--- src/rtl/mem_pkg.sv ---
// Shared widths, operand slot indices and the static-field record for the memory issue queue.
package mem_pkg;

  localparam int unsigned TAG_W      = 5;
  localparam int unsigned ROB_W      = 5;
  localparam int unsigned VAL_W      = 8;
  localparam int unsigned NUM_OPS    = 3;
  localparam int unsigned OP_BASE_LO = 0;
  localparam int unsigned OP_BASE_HI = 1;
  localparam int unsigned OP_DATA    = 2;
  localparam int unsigned STORE_BIT  = 0;

  // Fields carried unchanged from dispatch to issue.
  typedef struct packed {
    logic [3:0]       opcode;
    logic [ROB_W-1:0] rob;
    logic [3:0]       imm;
    logic [7:0]       offset;
    logic [4:0]       dest_reg;
    logic [7:0]       dest_arch;
  } iq_static_t;

  function automatic logic cdb_hit(input logic             cdb_valid,
                                   input logic [TAG_W-1:0] cdb_tag,
                                   input logic [TAG_W-1:0] tag);
    return cdb_valid && (cdb_tag == tag);
  endfunction

  function automatic logic is_store(input logic [3:0] opcode);
    return opcode[STORE_BIT];
  endfunction

endpackage

--- src/rtl/mem_iq_operand.sv ---
// One source-operand slot: tag, captured value and ready bit, with same-cycle CDB bypass at write.
module mem_iq_operand
  import mem_pkg::*;
(
  input  logic             clk,
  input  logic             rst,
  input  logic             entry_valid,
  input  logic             wr_en,
  input  logic [TAG_W-1:0] wr_tag,
  input  logic             wr_rdy,
  input  logic [VAL_W-1:0] wr_val,
  input  logic             cdb_valid,
  input  logic [TAG_W-1:0] cdb_tag,
  input  logic [VAL_W-1:0] cdb_data,
  output logic [VAL_W-1:0] val,
  output logic             rdy
);

  logic [TAG_W-1:0] tag_q, tag_d;
  logic [VAL_W-1:0] val_q, val_d;
  logic             rdy_q, rdy_d;

  // Dispatch write (with bypass against the current broadcast) or wakeup capture.
  always_comb begin
    tag_d = tag_q;
    val_d = val_q;
    rdy_d = rdy_q;
    if (wr_en) begin
      tag_d = wr_tag;
      if (wr_rdy) begin
        rdy_d = 1'b1;
        val_d = wr_val;
      end else if (cdb_hit(cdb_valid, cdb_tag, wr_tag)) begin
        rdy_d = 1'b1;
        val_d = cdb_data;
      end else begin
        rdy_d = 1'b0;
      end
    end else if (entry_valid && !rdy_q && cdb_hit(cdb_valid, cdb_tag, tag_q)) begin
      rdy_d = 1'b1;
      val_d = cdb_data;
    end
  end

  // Slot state register.
  always_ff @(posedge clk) begin
    if (rst) begin
      tag_q <= '0;
      val_q <= '0;
      rdy_q <= 1'b0;
    end else begin
      tag_q <= tag_d;
      val_q <= val_d;
      rdy_q <= rdy_d;
    end
  end

  assign val = val_q;
  assign rdy = rdy_q;

endmodule

--- src/rtl/mem_issue_queue.sv ---
// In-order memory issue queue: circular buffer, CDB operand capture, head-only issue.
module mem_issue_queue
  import mem_pkg::*;
#(
  parameter int unsigned DEPTH = 4,
  parameter int unsigned PTR_W = 2
) (
  input  logic             clk,
  input  logic             rst,
  input  logic             flush,
  input  logic             disp_valid,
  output logic             disp_ready,
  input  logic [3:0]       disp_opcode,
  input  logic [ROB_W-1:0] disp_rob,
  input  logic [3:0]       disp_imm,
  input  logic [7:0]       disp_offset,
  input  logic [4:0]       disp_dest_reg,
  input  logic [7:0]       disp_dest_arch,
  input  logic [TAG_W-1:0] disp_src_tag [NUM_OPS],
  input  logic             disp_src_rdy [NUM_OPS],
  input  logic [VAL_W-1:0] disp_src_val [NUM_OPS],
  input  logic             cdb_valid,
  input  logic [TAG_W-1:0] cdb_tag,
  input  logic [VAL_W-1:0] cdb_data,
  output logic             iss_valid,
  input  logic             iss_ready,
  output logic [3:0]       iss_opcode,
  output logic [ROB_W-1:0] iss_rob,
  output logic [3:0]       iss_imm,
  output logic [7:0]       iss_offset,
  output logic [4:0]       iss_dest_reg,
  output logic [7:0]       iss_dest_arch,
  output logic [15:0]      iss_base,
  output logic [VAL_W-1:0] iss_data,
  output logic [PTR_W:0]   count
);

  logic [DEPTH-1:0]   valid_q, valid_d;
  iq_static_t         stat_q [DEPTH];
  iq_static_t         stat_d [DEPTH];
  logic [PTR_W-1:0]   head_q, head_d, tail_q, tail_d;
  logic [PTR_W:0]     count_q, count_d;
  logic               push, pop;
  logic [VAL_W-1:0]   op_val [DEPTH][NUM_OPS];
  logic [NUM_OPS-1:0] op_rdy [DEPTH];

  // Acceptance looks only at registered occupancy, so a full queue refuses even while popping.
  assign disp_ready = (count_q != (PTR_W+1)'(DEPTH)) && !flush;
  assign push       = disp_valid && disp_ready;
  assign iss_valid  = valid_q[head_q] && (&op_rdy[head_q]);
  assign pop        = iss_valid && iss_ready;

  for (genvar g = 0; g < DEPTH; g++) begin : g_entry
    for (genvar k = 0; k < NUM_OPS; k++) begin : g_op
      mem_iq_operand u_op (
        .clk         (clk),
        .rst         (rst),
        .entry_valid (valid_q[g]),
        .wr_en       (push && (tail_q == PTR_W'(g))),
        .wr_tag      (disp_src_tag[k]),
        .wr_rdy      (disp_src_rdy[k]),
        .wr_val      (disp_src_val[k]),
        .cdb_valid   (cdb_valid),
        .cdb_tag     (cdb_tag),
        .cdb_data    (cdb_data),
        .val         (op_val[g][k]),
        .rdy         (op_rdy[g][k])
      );
    end
  end

  // Pointer, occupancy and static-field next state; flush discards everything this cycle.
  always_comb begin
    valid_d = valid_q;
    stat_d  = stat_q;
    head_d  = head_q;
    tail_d  = tail_q;
    count_d = count_q;
    if (flush) begin
      valid_d = '0;
      head_d  = '0;
      tail_d  = '0;
      count_d = '0;
    end else begin
      if (pop) begin
        valid_d[head_q] = 1'b0;
        head_d          = head_q + PTR_W'(1);
      end
      if (push) begin
        valid_d[tail_q] = 1'b1;
        stat_d[tail_q]  = '{opcode:    disp_opcode,
                            rob:       disp_rob,
                            imm:       disp_imm,
                            offset:    disp_offset,
                            dest_reg:  disp_dest_reg,
                            dest_arch: disp_dest_arch};
        tail_d          = tail_q + PTR_W'(1);
      end
      if (push && !pop) begin
        count_d = count_q + (PTR_W+1)'(1);
      end else if (pop && !push) begin
        count_d = count_q - (PTR_W+1)'(1);
      end
    end
  end

  // Control state register; rst outranks flush.
  always_ff @(posedge clk) begin
    if (rst) begin
      valid_q <= '0;
      head_q  <= '0;
      tail_q  <= '0;
      count_q <= '0;
    end else begin
      valid_q <= valid_d;
      head_q  <= head_d;
      tail_q  <= tail_d;
      count_q <= count_d;
    end
  end

  // Static fields are datapath only; validity is tracked separately.
  always_ff @(posedge clk) begin
    stat_q <= stat_d;
  end

  assign iss_opcode    = stat_q[head_q].opcode;
  assign iss_rob       = stat_q[head_q].rob;
  assign iss_imm       = stat_q[head_q].imm;
  assign iss_offset    = stat_q[head_q].offset;
  assign iss_dest_reg  = stat_q[head_q].dest_reg;
  assign iss_dest_arch = stat_q[head_q].dest_arch;
  assign iss_base      = {op_val[head_q][OP_BASE_HI], op_val[head_q][OP_BASE_LO]};
  assign iss_data      = op_val[head_q][OP_DATA];
  assign count         = count_q;

endmodule

--- config.mk ---
export PLATFORM = sky130hd
export DESIGN_NAME = mem_issue_queue
export DESIGN_NICKNAME = d
export VERILOG_FILES = /design/src/rtl/mem_pkg.sv /design/src/rtl/mem_iq_operand.sv /design/src/rtl/mem_issue_queue.sv
export SDC_FILE = /design/constraint.sdc
export NUM_CORES = 1
export LEC_CHECK = 0
export CORE_ASPECT_RATIO = 1.1
export CORE_UTILIZATION = 45
export DETAILED_ROUTE_END_ITERATION = 10
export GPL_TIMING_DRIVEN = 0
export PLACE_DENSITY = 0.64
export SYNTH_ARGS = -nofsm -noshare
export SYNTH_HDL_FRONTEND = slang
export SYNTH_HIERARCHICAL = 1
export SYNTH_SLANG_ARGS = --single-unit
--- constraint.sdc ---
create_clock -name clk -period 2.9 [get_ports clk]
set_clock_uncertainty 0.1 [all_clocks]
set_input_delay 0.29 -clock clk [delete_from_list [all_inputs] [get_ports clk]]
set_output_delay 0.29 -clock clk [all_outputs]
set_load 0.005 [all_outputs]
* Word-level counts from Yosys, hierarchy flattened
Cells that the tools add are included.
Word-level totals: bits in registers 315, input bits 95, logic and storage cells 291
Operators by class: add/subtract/negate cells 4, magnitude comparators 7, equal/unequal tests 31, multiplexer cells 83, bitwise gates (word level) 6, reductions and logical operators 96
Operator list (count):
- two-way mux 8 bit | 30
- bitwise mux 136 bit | 1
- two-way mux 34 bit | 3
- == test 5 bit | 15
- binary-select mux 34 bit (select 2 bit) | 1
- demux 34 bit (select 2 bit) | 1
- logical AND 1 bit | 52
- binary-select mux 24 bit (select 2 bit) | 1
- two-way mux 24 bit | 2
- two-way mux 1 bit | 33
- inequality test 3 bit, second input constant | 11
- AND reduction 2 bit | 13
- nonzero test 2 bit | 13
- zero test 1 bit | 15
- two-way mux 3 bit | 4
- two-way mux 4 bit | 3
- binary-select mux 3 bit (select 2 bit) | 1
- >= comparator 3 bit, second input constant | 2
- < comparator 2 x 3 -> 1 bit, second input constant | 2
- inequality test 3 x 2 -> 1 bit, second input constant | 2
- NOT 2 -> 3 bit | 2
- adder 2 x 1 -> 2 bit, second input constant | 2
- bitwise AND 4 bit | 1
- demux 1 bit (select 2 bit) | 2
- other kinds (13) | 15

* Logic depth before layout (Yosys ltp)
Gate-level depths: netlist of run 1.
depth after elaboration 11, mapped depth 12, mapped depth without buffers 10

* Modules after synthesis
The synthesis of run 1 kept the hierarchy.
By module, submodules not included:
- mem_iq_operand | times used 12, cells each 72, area each 757.0 um^2, seq. area each 280.3 um^2
- mem_issue_queue | times used 1, cells each 292, area each 6179.7 um^2, seq. area each 4304.1 um^2

* Worst setup path before layout of run 1
No wires, ideal clock.
path kind flip-flop to flip-flop, start register head_q[0], end register count_q[2], in the netlist count[2], library setup time 0.070 ns, arrival 2.087 ns, required time 2.730 ns, path slack 0.643 ns, stages on the path, launching flop included 12, period minus slack after synthesis 2.257 ns, cells stage by stage dfxtp_1 > buf_2 > nand4b_1 > o22a_1 > a21boi_4 > inv_1 > ha_1 > inv_1 > fa_1 > xor2_1 > or3_1 > a21oi_1
On the way: longest elaborated chain between the ends 10
RTL lines:
- from (decl) | RTL line mem_issue_queue.sv:41 | logic [PTR_W-1:0] head_q, head_d, tail_q, tail_d;
- from (signal assigned) | RTL line mem_issue_queue.sv:111 | head_q <= '0;
- from (signal assigned) | RTL line mem_issue_queue.sv:116 | head_q <= head_d;
- NOT 2 -> 3 bit (implied by the code) | RTL line mem_issue_queue.sv:50 | assign iss_valid = valid_q[head_q] && (&op_rdy[head_q]);
- binary-select mux 3 bit (select 2 bit) | RTL line mem_issue_queue.sv:50
- two-way mux 3 bit (implied by the code) (2 in series) | RTL line mem_issue_queue.sv:50
- AND reduction 3 bit | RTL line mem_issue_queue.sv:50
- logical AND 1 bit * | RTL line mem_issue_queue.sv:50
- logical AND 1 bit * | RTL line mem_issue_queue.sv:51 | assign pop = iss_valid && iss_ready;
- zero test 1 bit | RTL line mem_issue_queue.sv:99 | if (push && !pop) begin
- logical AND 1 bit | RTL line mem_issue_queue.sv:99
- two-way mux 3 bit / nonzero test 2 bit (equally long branches)
- to (signal assigned) | RTL line mem_issue_queue.sv:118 | count_q <= count_d;
- to (decl) | RTL line mem_issue_queue.sv:42 | logic [PTR_W:0] count_q, count_d;
Every way passes the cells marked *; elsewhere a longest branch is shown, timed or not. The select of a mux whose other input is x is not followed. A chain may end at the register's enable or synchronous reset.

* Final worst setup path of run 1
start register head_q[0], end output port iss_base[3]
On the way: longest elaborated chain between the ends 4
RTL lines:
- NOT 2 -> 3 bit (implied by the code) | RTL line mem_issue_queue.sv:133 | assign iss_base = {op_val[head_q][OP_BASE_HI], op_val[head_q][OP_BASE_LO]};
- binary-select mux 24 bit (select 2 bit) | RTL line mem_issue_queue.sv:133
- two-way mux 24 bit (2 in series)
- to (decl) | RTL line mem_issue_queue.sv:33 | output logic [15:0] iss_base,
No other way between the ends. The select of a mux whose other input is x is not followed.

==> results.rst, run 1 <==
.. list-table::
   :header-rows: 1

   * - Metric
     - Value
   * - Antenna Nets Post-Route
     - 0
   * - Setup repair after global routing missed its margin
     - yes
   * - Yosys warns
     - 6
   * - PD cells
     - 540.7 mW/mm^2
   * - Maximum clock frequency
     - 354.1 MHz
   * - Crit path launch type
     - register
   * - Max-capacitance violation count
     - 0
   * - Setup Buffers After CTS
     - 0
   * - Die Footprint
     - 0.03466 mm^2
   * - Buffer levels on the longest clock path
     - 3
   * - Final RePlAce weighted congestion
     - 0.8242
   * - Antenna violations before repair
     - 3
   * - Result of the run
     - completed
   * - Number of buffers created by CTS
     - 37
   * - Standard-cell rows
     - 70
   * - Quantity of I/O buffers inserted on ports
     - 157
   * - Area leader, netlist
     - edfxtp_1
   * - Delay of the slowest cell on the worst path
     - 0.55 ns
   * - Critical path startpoint
     - head_q[0]
   * - Final core utilization
     - 55.75%
   * - Detailed router's first-iteration violation count
     - 401
   * - Final hold violation count
     - 0
   * - Synthesis-stage register bit count
     - 315
   * - Worst-path fanout max
     - 10
   * - Clock input transition at the sequential cells of the worst setup and hold paths
     - 0.06 ns
   * - Wire length reported by the detailed router
     - 38220 um
   * - Internal reg-to-reg setup slack
     - 0.21 ns
   * - PnR Total Power
     - 10.03 mW
   * - Area added between synthesis and finish
     - 21.56%
   * - Sum of met3 wire segment lengths after detailed routing
     - 2304 um
   * - Number of vias in the routed layout
     - 10150
   * - Number of max-slew violations in the final report
     - 0
   * - Endpoint arrival time on the critical path
     - 2.43 ns
   * - Cell types with the largest area share after synthesis
     - edfxtp_1 (27%), dfxtp_1 (23%), mux2i_1 (10%)
   * - Kind of critical path
     - register to primary output
   * - DIE WIDTH
     - 177.6 um
   * - H-Tree Depth
     - 2
   * - Maximum number of pins on one net before global-route repair
     - 49
   * - Count of pins on the block boundary
     - 158
   * - Register-to-Register Path Depth
     - 11
   * - Area of combinational cells with multiple inputs
     - 0.006758 mm^2
   * - Worst-case hold slack
     - 0.2935 ns
   * - Post-synthesis sequential area ratio
     - 50.23%
   * - Minimum setup slack after placement
     - -0.3613 ns
   * - Wire length per cell after detailed routing
     - 21.09 um
   * - Worst slew margin relative to its limit
     - 41.30%
   * - Synth top area share
     - 26.76%
   * - Total global routing overflow
     - 0
   * - Total GRT Usage
     - 22.58%
   * - Post-synthesis average cell area
     - 13.20 um^2
   * - Detailed-placement wirelength estimate
     - 27420 um
   * - Max rail drop VDD
     - 522.3 uV
   * - End point of the critical path
     - iss_base[3]
   * - Primary FF master, synth
     - dfxtp_1
   * - Time the worst path needs with I/O delays and setup
     - 2.824 ns
   * - Number of distinct standard cells referenced by the synthesized netlist
     - 35
   * - Number of sinks driven by the clock tree
     - 315
   * - Smallest setup slack after layout
     - 0.07566 ns
   * - CORE AREA
     - 0.03328 mm^2
   * - Effective utilization at floorplan
     - 45.86%
   * - Slowest cell on crit path
     - mux4_2
   * - Startpoint of the most critical register-to-register path
     - count[0]
   * - Final TNS setup
     - 0 ns
   * - Worst hold-check path type
     - input pin to register
   * - Syn Inst Count
     - 1156
   * - Proportion of synthesized flip-flops having asynchronous set or reset
     - 0%
   * - Post-layout net count
     - 1458
   * - Clk Latency, worst-skew pair
     - 0.52 ns
   * - Routed metal-1 wirelength
     - 15490 um
   * - Post-detailed-route via-to-cell ratio
     - 5.602
   * - Number of enable-type register cells in the synthesized netlist
     - 136
   * - Transition time at the pin with the least slew margin
     - 0.8792 ns
   * - Mapped Area
     - 0.01526 mm^2
   * - Crit end category
     - primary output
   * - Chip Height
     - 195.2 um
   * - Detailed-route DRC error count
     - 0
   * - Vias in the first global route
     - 10670
   * - Share of post-route cells with drive strength above 1
     - 16.04%
   * - Reg2reg end
     - g_entry[3].g_op[2].u_op/val[0]
   * - Net count after synthesis
     - 1261
   * - Crit path cell chain
     - buf_4 -> buf_6 -> mux4_2 -> clkdlybuf4s50_1
   * - Crit path required time
     - 2.51 ns
   * - Layout filler cell count
     - 2851
   * - Ratio of final minimum period to clock period
     - 97.39%
   * - Buffer cell driving the clock tree root
     - clkbuf_16
   * - Sequential cell area
     - 0.007667 mm^2
   * - Wire length of the first global-routing pass
     - 60110 um
   * - First drt pass iteration count
     - 5
   * - Total met2 wirelength after detailed routing
     - 19440 um
   * - Max layer used
     - met5
   * - TritonCTS clock tree
     - yes
   * - Setup violators final
     - 0
   * - Leak Pwr
     - 6.549 nW
==> critical path, delay by kind of cell (launching register included) <==
| family | cells | cell delay (ns) |
|---|---|---|
| flops | 1 | 0.36 |
| buf+inv | 3 | 1.00 |
| mux | 1 | 0.55 |
==> where the power goes <==
group          total (mW)  switching [mW]  internal [mW]  leakage [nW]
combinational       0.892           0.452          0.440          3.32
clock                4.39            1.81           2.58         0.542
sequential           4.75          0.0447           4.71          2.68
==> synth_stat cells, types with 14 or more instances <==
library cell	count
a21oi_1	89
nor2_1	78
dfxtp_1	179
nand4_1	14
xnor2_1	73
xor2_1	50
a311oi_1	88
mux4_2	58
inv_1	26
nand2_1	24
mux2i_1	160
buf_2	19
clkbuf_1	19
edfxtp_1	136
==> worst min-delay path by stage <==
stage | end | cells past startpoint | slack [ns] | from
finish | stat_q[33] | 1 | 0.29 | disp_opcode[3]
global placement | count[2] | 2 | 0.39 | count[2]
detailed placement | count[2] | 2 | 0.40 | count[2]
floorplan | g_entry[0].g_op[0].u_op/val[0] | 1 | 0.26 | rst
global route | stat_q[66] | 1 | 0.30 | disp_opcode[2]
CTS | stat_q[45] | 1 | 0.28 | disp_dest_reg[3]
==> cells in the final DEF (no fill, tap or decap), drive strengths merged, types with 2 or more instances in the layout <==
master,count
nand4,14
or2,2
nand3,12
dfxtp,179
clkinvlp,4
nor2,78
a311oi,100
ha,9
buf,61
o31ai,12
xnor2,73
mux4,58
edfxtp,136
diode,2
o21ai,13
clkinv,5
clkbuf,74
mux2i,160
clkdlybuf4s50,151
nor3b,2
nand2,24
a21oi,101
nand4b,2
xor2,50
o22a,2
a311o,12
nor4,12
inv,28
==> kinds of logic (layout without fill, tap and decap cells) <==
family | count (synthesis) | in the layout | share of synthesized area [%]
XOR/XNOR | 123 | 123 | 7.058
buffers and inverters | 102 | 324 | 5.492
other | 0 | 2 | 0
AO/OA/AOI/OAI | 241 | 241 | 12.96
AND/OR/NAND/NOR | 147 | 147 | 4.337
multiplexers | 218 | 218 | 19.05
flip-flops | 315 | 315 | 50.23
adder cells (fa/ha/maj) | 10 | 10 | 0.8689
==> cell type report <==
cell class	count	share of cell area [%]
Inverter	26	0.5260
Multi-Input combinational cell	739	36.42
Sequential cell	315	41.32
Timing Repair Buffer	158	8.416
Antenna cell	2	0.02697
Buffer	76	4.269
Clock inverter	12	0.5260
Clock buffer	52	5.577
Tap cell	432	2.913
==> sequential cells by signal, summed over array words and instances, names as in the netlist <==
register,flops
head_q,2
stat_q,136
count,3
g_entry.g_op.u_op/tag_q,60
valid_q,4
tail_q,2
g_entry.g_op.u_op/val,96
g_entry.g_op.u_op/rdy,12
==> what timing repair did <==
action / CTS / global route
hold buffers: 0 / 0
pin swaps: 0 / 0
gates resized for setup: 15 / 7
endpoints found under the setup margin: 58 / 19
hold endpoints to repair: 0 / 0
==> per-layer routing <==
| metal | global-route usage (%) | vias up |
|---|---|---|
| met5 | 0 | - |
| met4 | 7.692 | 2 |
| met3 | 5.530 | 73 |
| met2 | 40.02 | 250 |
| met1 | 26.38 | 4965 |
| li1 | - | 4861 |
==> through the flow <==
stage | cell area [um^2] | instances
after global routing | 18550 | 1810
after global placement | 17380 | 1745
after CTS | 18540 | 1810
after detailed placement | 17370 | 1746
final | 18550 | 1812
after floorplan | 15260 | 1156
No activity file was read; power rests on OpenSTA's default activity.
==> run 2: changes to the inputs <==
- CELL_PAD_IN_SITES_DETAIL_PLACEMENT: unset -> 1
- CELL_PAD_IN_SITES_GLOBAL_PLACEMENT: unset -> 2
- CORE_UTILIZATION: 45 -> 40
- PLACE_DENSITY: 0.64 -> 0.78
==> results.rst, run 2 (synthesized netlist as in run 1, its figures left out) <==
.. list-table::
   :header-rows: 1

   * - Metric
     - Value
   * - Result of the run
     - completed (unchanged)
   * - Crit path required time
     - 2.51 ns (about the same)
   * - Time the worst path needs with I/O delays and setup
     - 2.819 ns (was 2.824 ns)
   * - PD cells
     - 548.6 mW/mm^2 (was 540.7 mW/mm^2)
   * - Total met2 wirelength after detailed routing
     - 21750 um (was 19440 um)
   * - Wire length per cell after detailed routing
     - 22.82 um (was 21.09 um)
   * - Sw frac
     - 23.75% (was 22.96%)
   * - DIE WIDTH
     - 188.3 um (was 177.6 um)
   * - Worst hold-check path type
     - input pin to register (unchanged)
   * - Maximum clock frequency
     - 354.7 MHz (was 354.1 MHz)
   * - Total GRT Usage
     - 22.48% (was 22.58%)
   * - Die Footprint
     - 0.03894 mm^2 (was 0.03466 mm^2)
   * - Hold path start
     - disp_offset[1] (was disp_opcode[3])
   * - Register-to-Register Path Depth
     - 12 (was 11)
   * - Setup violators final
     - 0 (unchanged)
   * - Post-detailed-route via-to-cell ratio
     - 5.509 (was 5.602)
   * - PnR Total Power
     - 10.25 mW (was 10.03 mW)
   * - Count of pins on the block boundary
     - 158 (unchanged)
   * - H-Tree Depth
     - 2 (unchanged)
   * - First drt pass iteration count
     - 4 (was 5)
   * - Ratio of final minimum period to clock period
     - 97.21% (was 97.39%)
   * - Final RePlAce weighted congestion
     - 0.7494 (was 0.8242)
   * - Transition time at the pin with the least slew margin
     - 0.9396 ns (was 0.8792 ns)
   * - Area added between synthesis and finish
     - 22.38% (was 21.56%)
   * - Setup repair after global routing missed its margin
     - yes (unchanged)
   * - Startpoint of the most critical register-to-register path
     - count[2] (was count[0])
   * - Buffer cell driving the clock tree root
     - clkbuf_16 (unchanged)
   * - Max FFs per register
     - 136 (unchanged)
   * - Max layer used
     - met5 (unchanged)
   * - Effective utilization at floorplan
     - 40.80% (was 45.86%)
   * - Worst-path fanout max
     - 10 (unchanged)
   * - Crit end category
     - primary output (unchanged)
   * - Antenna Nets Post-Route
     - 0 (unchanged)
   * - Detailed-route DRC error count
     - 0 (unchanged)
   * - Antenna violations before repair
     - 4 (was 3)
   * - Wire length of the first global-routing pass
     - 66700 um (was 60110 um)
   * - Number of max-slew violations in the final report
     - 0 (unchanged)
   * - Wire length reported by the detailed router
     - 42740 um (was 38220 um)
   * - Vias in the first global route
     - 11440 (was 10670)
   * - Internal Dissipation
     - 7.814 mW (was 7.730 mW)
   * - Maximum number of pins on one net before global-route repair
     - 49 (unchanged)
   * - Kind of critical path
     - register to primary output (unchanged)
   * - TritonCTS clock tree
     - yes (unchanged)
   * - Leak Pwr
     - 6.570 nW (was 6.549 nW)
   * - CORE AREA
     - 0.03741 mm^2 (was 0.03328 mm^2)
   * - Final core utilization
     - 49.94% (was 55.75%)
   * - Endpoint arrival time on the critical path
     - 2.43 ns (about the same)
   * - Internal reg-to-reg setup slack
     - 0.20 ns (was 0.21 ns)
   * - Clock input transition at the sequential cells of the worst setup and hold paths
     - 0.06 ns (about the same)
   * - Routed metal-1 wirelength
     - 17340 um (was 15490 um)
   * - Buffer levels on the longest clock path
     - 3 (unchanged)
   * - Reg2reg end
     - g_entry[3].g_op[1].u_op/val[7] (was g_entry[3].g_op[2].u_op/val[0])
   * - Clk Latency, worst-skew pair
     - 0.56 ns (was 0.52 ns)
   * - Comb pwr share
     - 8.9% (about the same)
   * - Quantity of I/O buffers inserted on ports
     - 157 (unchanged)
   * - Final hold violation count
     - 0 (unchanged)
   * - Worst slew margin relative to its limit
     - 37.17% (was 41.30%)
   * - Max rail drop VDD
     - 546.9 uV (was 522.3 uV)
   * - Most common cell after layout, fill and taps aside
     - dfxtp_1 (unchanged)
   * - Detailed-placement wirelength estimate
     - 30810 um (was 27420 um)
   * - Crit path launch type
     - register (unchanged)
   * - Chip Height
     - 206.9 um (was 195.2 um)
   * - Crit path cell chain
     - buf_6 -> buf_6 -> mux4_2 -> clkdlybuf4s50_1 (was buf_4 -> buf_6 -> mux4_2 -> clkdlybuf4s50_1)
   * - Detailed router's first-iteration violation count
     - 333 (was 401)
   * - Critical path startpoint
     - head_q[0] (unchanged)
   * - DP Area
     - 0.01745 mm^2 (was 0.01737 mm^2)
   * - Sum of met3 wire segment lengths after detailed routing
     - 2481 um (was 2304 um)
   * - Post-layout net count
     - 1456 (was 1458)
   * - Cell mode on critical path
     - buf_6
   * - End point of the critical path
     - iss_base[1] (was iss_base[3])
   * - Post-route cell area
     - 0.01868 mm^2 (was 0.01855 mm^2)
   * - Max-capacitance violation count
     - 0 (unchanged)
   * - Delay of the slowest cell on the worst path
     - 0.54 ns (was 0.55 ns)
   * - Switching power total
     - 2.434 mW (was 2.303 mW)
   * - Number of sinks driven by the clock tree
     - 315 (unchanged)
   * - Slowest cell on crit path
     - mux4_2 (unchanged)
   * - Top library cells by usage in the layout, fill and taps aside
     - dfxtp_1 (178), mux2i_1 (160), clkdlybuf4s50_1 (151) (was dfxtp_1 (179), mux2i_1 (160), clkdlybuf4s50_1 (151))
   * - Setup Buffers After CTS
     - 0 (unchanged)
   * - Total global routing overflow
     - 0 (unchanged)
   * - Number of buffers created by CTS
     - 36 (was 37)
   * - Standard-cell rows
     - 74 (was 70)
   * - Reg with most FFs
     - stat_q (unchanged)
   * - Number of vias in the routed layout
     - 10320 (was 10150)
   * - Part of the total power dissipated in the clock network
     - 44.7% (was 43.7%)
   * - Seq pwr share
     - 46.4% (was 47.4%)
   * - Share of post-route cells with drive strength above 1
     - 16.47% (was 16.04%)
   * - Worst hold path depth
     - 1 (unchanged)
==> run 2: cell count changes in the layout (fill, tap and decap cells not counted), moves of 2 or more <==
cell        previous run  this run
clkbuf_4               3         7
clkinv_2               3         6
inv_2                  4         6
clkinvlp_2             2         0
bufinv_16              1         3
clkbuf_2               6         2
inv_1                 22        20
clkbuf_16             39        36
clkbuf_1              25        22
clkbuf_8               1         3
==> run 2: how the worst min path moves through the flow <==
stage                                            end  slack, ns
global route                              stat_q[72]       0.25
global placement    g_entry[1].g_op[2].u_op/tag_q[4]       0.39
detailed placement  g_entry[2].g_op[0].u_op/tag_q[0]       0.41
CTS                                      stat_q[106]       0.23
finish                                   stat_q[116]       0.26
floorplan             g_entry[0].g_op[0].u_op/val[0]       0.26
==> run 2: layer usage <==
| layer | vias up | GRT usage (%) |
|---|---|---|
| li1 | 4841 | - |
| met1 | 5175 | 25.68 |
| met2 | 218 | 40.16 |
| met3 | 80 | 6.340 |
| met4 | 4 | 8.014 |
| met5 | - | 0 |
==> run 2: repair_timing <==
action / 4_1_cts / 5_1_grt
pin swaps: 0 / 0
setup endpoints to repair: 58 / 97
hold buffers: 0 / 0
cloned: 0 / 0
gates resized for setup: 15 / 16
==> run 2: through the flow <==
stage	hold slack [ns]	setup TNS, ns	worst slack (ns)	instances
2_1_floorplan	0.2621	0	0.6426	1156
3_3_place_gp	0.3942	-133.09	-0.8479	1807
3_5_place_dp	0.4068	-40.12	-0.5006	1808
4_1_cts	0.2288	-0.2709	-0.03467	1872
5_1_grt	0.2490	-0.1614	-0.02889	1872
6_report	0.2629	0	0.08096	1873
==> run 2: power groups by stage <==
stage	sequential (mW)	clock [mW]	combinational [mW]
floorplan	4.83	0	0.430
global route	4.76	4.88	0.993
detailed placement	4.85	0	0.924
CTS	4.75	4.72	0.929
finish	4.76	4.58	0.916
global placement	4.85	0	0.909
==> run 2: worst max-delay path: cells and delay by family, from the launching register on <==
family,cells,cell delay [ns]
buffers and inverters,3,0.95
multiplexers,1,0.54
flip-flops,1,0.38
==> run 2: layout make-up <==
class | instances | area, um^2
flip-flops and latches | 315 | 7669
inverters | 26 | 97.59
multi-input cells | 739 | 6758
clock buffers | 48 | 975.9
diodes | 1 | 2.502
fillers | 3838 | 18730
plain buffers | 75 | 800.8
well taps | 494 | 618.1
clock inverters | 17 | 196.4
repair buffers | 158 | 1562
==> run 3: changes to the inputs <==
- CTS_CLUSTER_DIAMETER: unset -> 40
==> results.rst, run 3 (synthesized netlist as in run 1, its figures left out) <==
.. list-table::
   :header-rows: 1

   * - Metric
     - Value
   * - Result of the run
     - completed (unchanged)
   * - Sequential cell area
     - 0.007669 mm^2 (unchanged)
   * - Wire length per cell after detailed routing
     - 22.79 um (was 22.82 um)
   * - Wire length of the first global-routing pass
     - 67820 um (was 66700 um)
   * - Count of pins on the block boundary
     - 158 (unchanged)
   * - DIE WIDTH
     - 188.3 um (unchanged)
   * - Switching power total
     - 2.933 mW (was 2.434 mW)
   * - Buffer levels on the longest clock path
     - 3 (unchanged)
   * - H-Tree Depth
     - 2 (unchanged)
   * - Worst hold path depth
     - 1 (unchanged)
   * - Reg with most FFs
     - stat_q (unchanged)
   * - Max-capacitance violation count
     - 0 (unchanged)
   * - Post-layout net count
     - 1474 (was 1456)
   * - TritonCTS clock tree
     - yes (unchanged)
   * - Transition time at the pin with the least slew margin
     - 0.9417 ns (was 0.9396 ns)
   * - Ratio of final minimum period to clock period
     - 97.90% (was 97.21%)
   * - Number of buffers created by CTS
     - 53 (was 36)
   * - Reg2reg end
     - g_entry[3].g_op[1].u_op/val[7] (unchanged)
   * - Crit end category
     - primary output (unchanged)
   * - Internal reg-to-reg setup slack
     - 0.25 ns (was 0.20 ns)
   * - Share of post-route cells with drive strength above 1
     - 19.02% (was 16.47%)
   * - Effective utilization at floorplan
     - 40.80% (unchanged)
   * - Final RePlAce weighted congestion
     - 0.7494 (unchanged)
   * - Die Footprint
     - 0.03894 mm^2 (unchanged)
   * - Antenna violations before repair
     - 4 (unchanged)
   * - Kind of critical path
     - register to primary output (unchanged)
   * - Maximum number of pins on one net before global-route repair
     - 49 (unchanged)
   * - CORE AREA
     - 0.03741 mm^2 (unchanged)
   * - Most common cell after layout, fill and taps aside
     - dfxtp_1 (unchanged)
   * - Leak Pwr
     - 7.004 nW (was 6.570 nW)
   * - Crit path launch type
     - register (unchanged)
   * - Quantity of I/O buffers inserted on ports
     - 157 (unchanged)
   * - First drt pass iteration count
     - 4 (unchanged)
   * - Startpoint of the most critical register-to-register path
     - count[2] (unchanged)
   * - Time the worst path needs with I/O delays and setup
     - 2.839 ns (was 2.819 ns)
   * - DP Area
     - 0.01745 mm^2 (unchanged)
   * - Final hold violation count
     - 0 (unchanged)
   * - Layout filler cell count
     - 3778 (was 3838)
   * - Worst-path fanout max
     - 10 (unchanged)
   * - Post-route cell area
     - 0.01948 mm^2 (was 0.01868 mm^2)
   * - Buffer cell driving the clock tree root
     - clkbuf_16 (unchanged)
   * - Worst hold-check path type
     - input pin to register (unchanged)
   * - Internal Dissipation
     - 9.534 mW (was 7.814 mW)
   * - Wire length reported by the detailed router
     - 43510 um (was 42740 um)
   * - Part of the total power dissipated in the clock network
     - 54.5% (was 44.7%)
   * - Hold buffers post-CTS
     - 0 (unchanged)
   * - Detailed router's first-iteration violation count
     - 436 (was 333)
   * - Crit path required time
     - 2.51 ns (about the same)
   * - Vias in the first global route
     - 11580 (was 11440)
   * - Cell mode on critical path
     - buf_8 (was buf_6)
   * - Antenna Nets Post-Route
     - 0 (unchanged)
   * - Maximum clock frequency
     - 352.2 MHz (was 354.7 MHz)
   * - Endpoint arrival time on the critical path
     - 2.45 ns (was 2.43 ns)
   * - Hold path start
     - disp_dest_reg[0] (was disp_offset[1])
   * - Number of sinks driven by the clock tree
     - 315 (unchanged)
   * - Seq pwr share
     - 38.2% (was 46.4%)
   * - Delay of the slowest cell on the worst path
     - 0.56 ns (was 0.54 ns)
   * - Setup Buffers After CTS
     - 0 (unchanged)
   * - Final core utilization
     - 52.09% (was 49.94%)
   * - CP delay by family, top
     - buffers and inverters (unchanged)
   * - Sw frac
     - 23.53% (was 23.75%)
   * - Setup violators final
     - 0 (unchanged)
   * - Worst slew margin relative to its limit
     - 37.03% (was 37.17%)
   * - Clock input transition at the sequential cells of the worst setup and hold paths
     - 0.06 ns (about the same)
   * - Detailed-placement wirelength estimate
     - 30810 um (unchanged)
   * - PD cells
     - 639.9 mW/mm^2 (was 548.6 mW/mm^2)
   * - Slowest cell on crit path
     - mux4_2 (unchanged)
   * - Setup repair after global routing missed its margin
     - yes (unchanged)
   * - Detailed-route DRC error count
     - 0 (unchanged)
   * - Post-detailed-route via-to-cell ratio
     - 5.481 (was 5.509)
   * - Total GRT Usage
     - 22.81% (was 22.48%)
   * - Standard-cell rows
     - 74 (unchanged)
   * - Total global routing overflow
     - 0 (unchanged)
   * - Worst Hold Endpoint
     - stat_q[76] (was stat_q[116])
   * - Max FFs per register
     - 136 (unchanged)
   * - Area added between synthesis and finish
     - 27.65% (was 22.38%)
   * - Number of vias in the routed layout
     - 10460 (was 10320)
   * - Critical path buffer and inverter count
     - 3 (unchanged)
   * - Number of max-slew violations in the final report
     - 0 (unchanged)
   * - Top library cells by usage in the layout, fill and taps aside
     - dfxtp_1 (178), mux2i_1 (160), clkdlybuf4s50_1 (146) (was dfxtp_1 (178), mux2i_1 (160), clkdlybuf4s50_1 (151))
   * - Comb pwr share
     - 7.4% (was 8.9%)
   * - Clk Latency, worst-skew pair
     - 0.60 ns (was 0.56 ns)
   * - Max rail drop VDD
     - 701.6 uV (was 546.9 uV)
   * - Chip Height
     - 206.9 um (unchanged)
   * - Final TNS setup
     - 0 ns (unchanged)
   * - Area of combinational cells with multiple inputs
     - 0.006758 mm^2 (unchanged)
   * - Register-to-Register Path Depth
     - 12 (unchanged)
   * - Crit path cell chain
     - buf_8 -> buf_8 -> mux4_2 -> clkdlybuf4s50_1 (was buf_6 -> buf_6 -> mux4_2 -> clkdlybuf4s50_1)
run 3: cell count changes in the layout (fill, tap and decap cells not counted), moves of 4 or more:
cell	before	now
clkbuf_2	2	6
bufinv_16	3	9
clkdlybuf4s50_1	151	146
inv_6	2	7
buf_8	12	16
clkinv_4	0	5
inv_8	0	4
clkbuf_16	36	54
clkbuf_1	22	16
run 3: what timing repair did:
item                       in CTS  in global routing
gates cloned                    0                  0
setup endpoints to repair      58                 75
gates resized for setup        26                 13
run 3: per-layer routing:
layer  part of all wire, %  track usage, %  vias up  routed length (um)
met2                    51           41.32      232               22340
met4                   2.6           8.653        4                1130
met1                    40           25.65     5252               17420
met3                   6.0           6.036       78                2591
li1                      -               -     4898                   -
met5                 0.062               0        -                  27
run 3: how the worst max path moves through the flow:
stage	cells after the start	start	slack, ns	end
3_5_place_dp	7	cdb_tag[2]	-0.50	g_entry[1].g_op[1].u_op/val[7]
4_1_cts	4	head_q[0]	-0.003	iss_base[3]
5_1_grt	4	head_q[0]	-0.03	iss_base[4]
2_1_floorplan	11	head_q[0]	0.64	count[2]
6_report	4	head_q[0]	0.06	iss_data[3]
3_3_place_gp	4	rst	-0.85	valid_q[2]
run 3: metrics by stage:
step	instances	total power, mW	worst slack [ns]	hold slack (ns)
6_report	1909	12.47	0.06095	0.2195
5_1_grt	1908	12.90	-0.02888	0.2122
4_1_cts	1908	12.63	-0.003107	0.1820
3_5_place_dp	1808	5.772	-0.5006	0.4068
3_3_place_gp	1807	5.754	-0.8479	0.3942
2_1_floorplan	1156	5.263	0.6426	0.2621
run 3: cell type report:
type                       count  share of cell area, %
sequential                   315                  39.36
timing repair buffer         158                  8.040
clock buffer                  61                  7.276
clock inverter                39                  2.723
antenna                        1                0.01284
inverter                      26                 0.5009
multi-input combinational    739                  34.68
buffer                        76                  4.232
tap                          494                  3.172
run 3: power groups by stage:
stage	Clock (mW)	Combinational, mW	Sequential [mW]
after floorplan	0	0.430	4.83
after global placement	0	0.909	4.85
after detailed placement	0	0.924	4.85
after CTS	6.94	0.931	4.76
after global routing	7.15	0.992	4.76
final	6.79	0.918	4.76
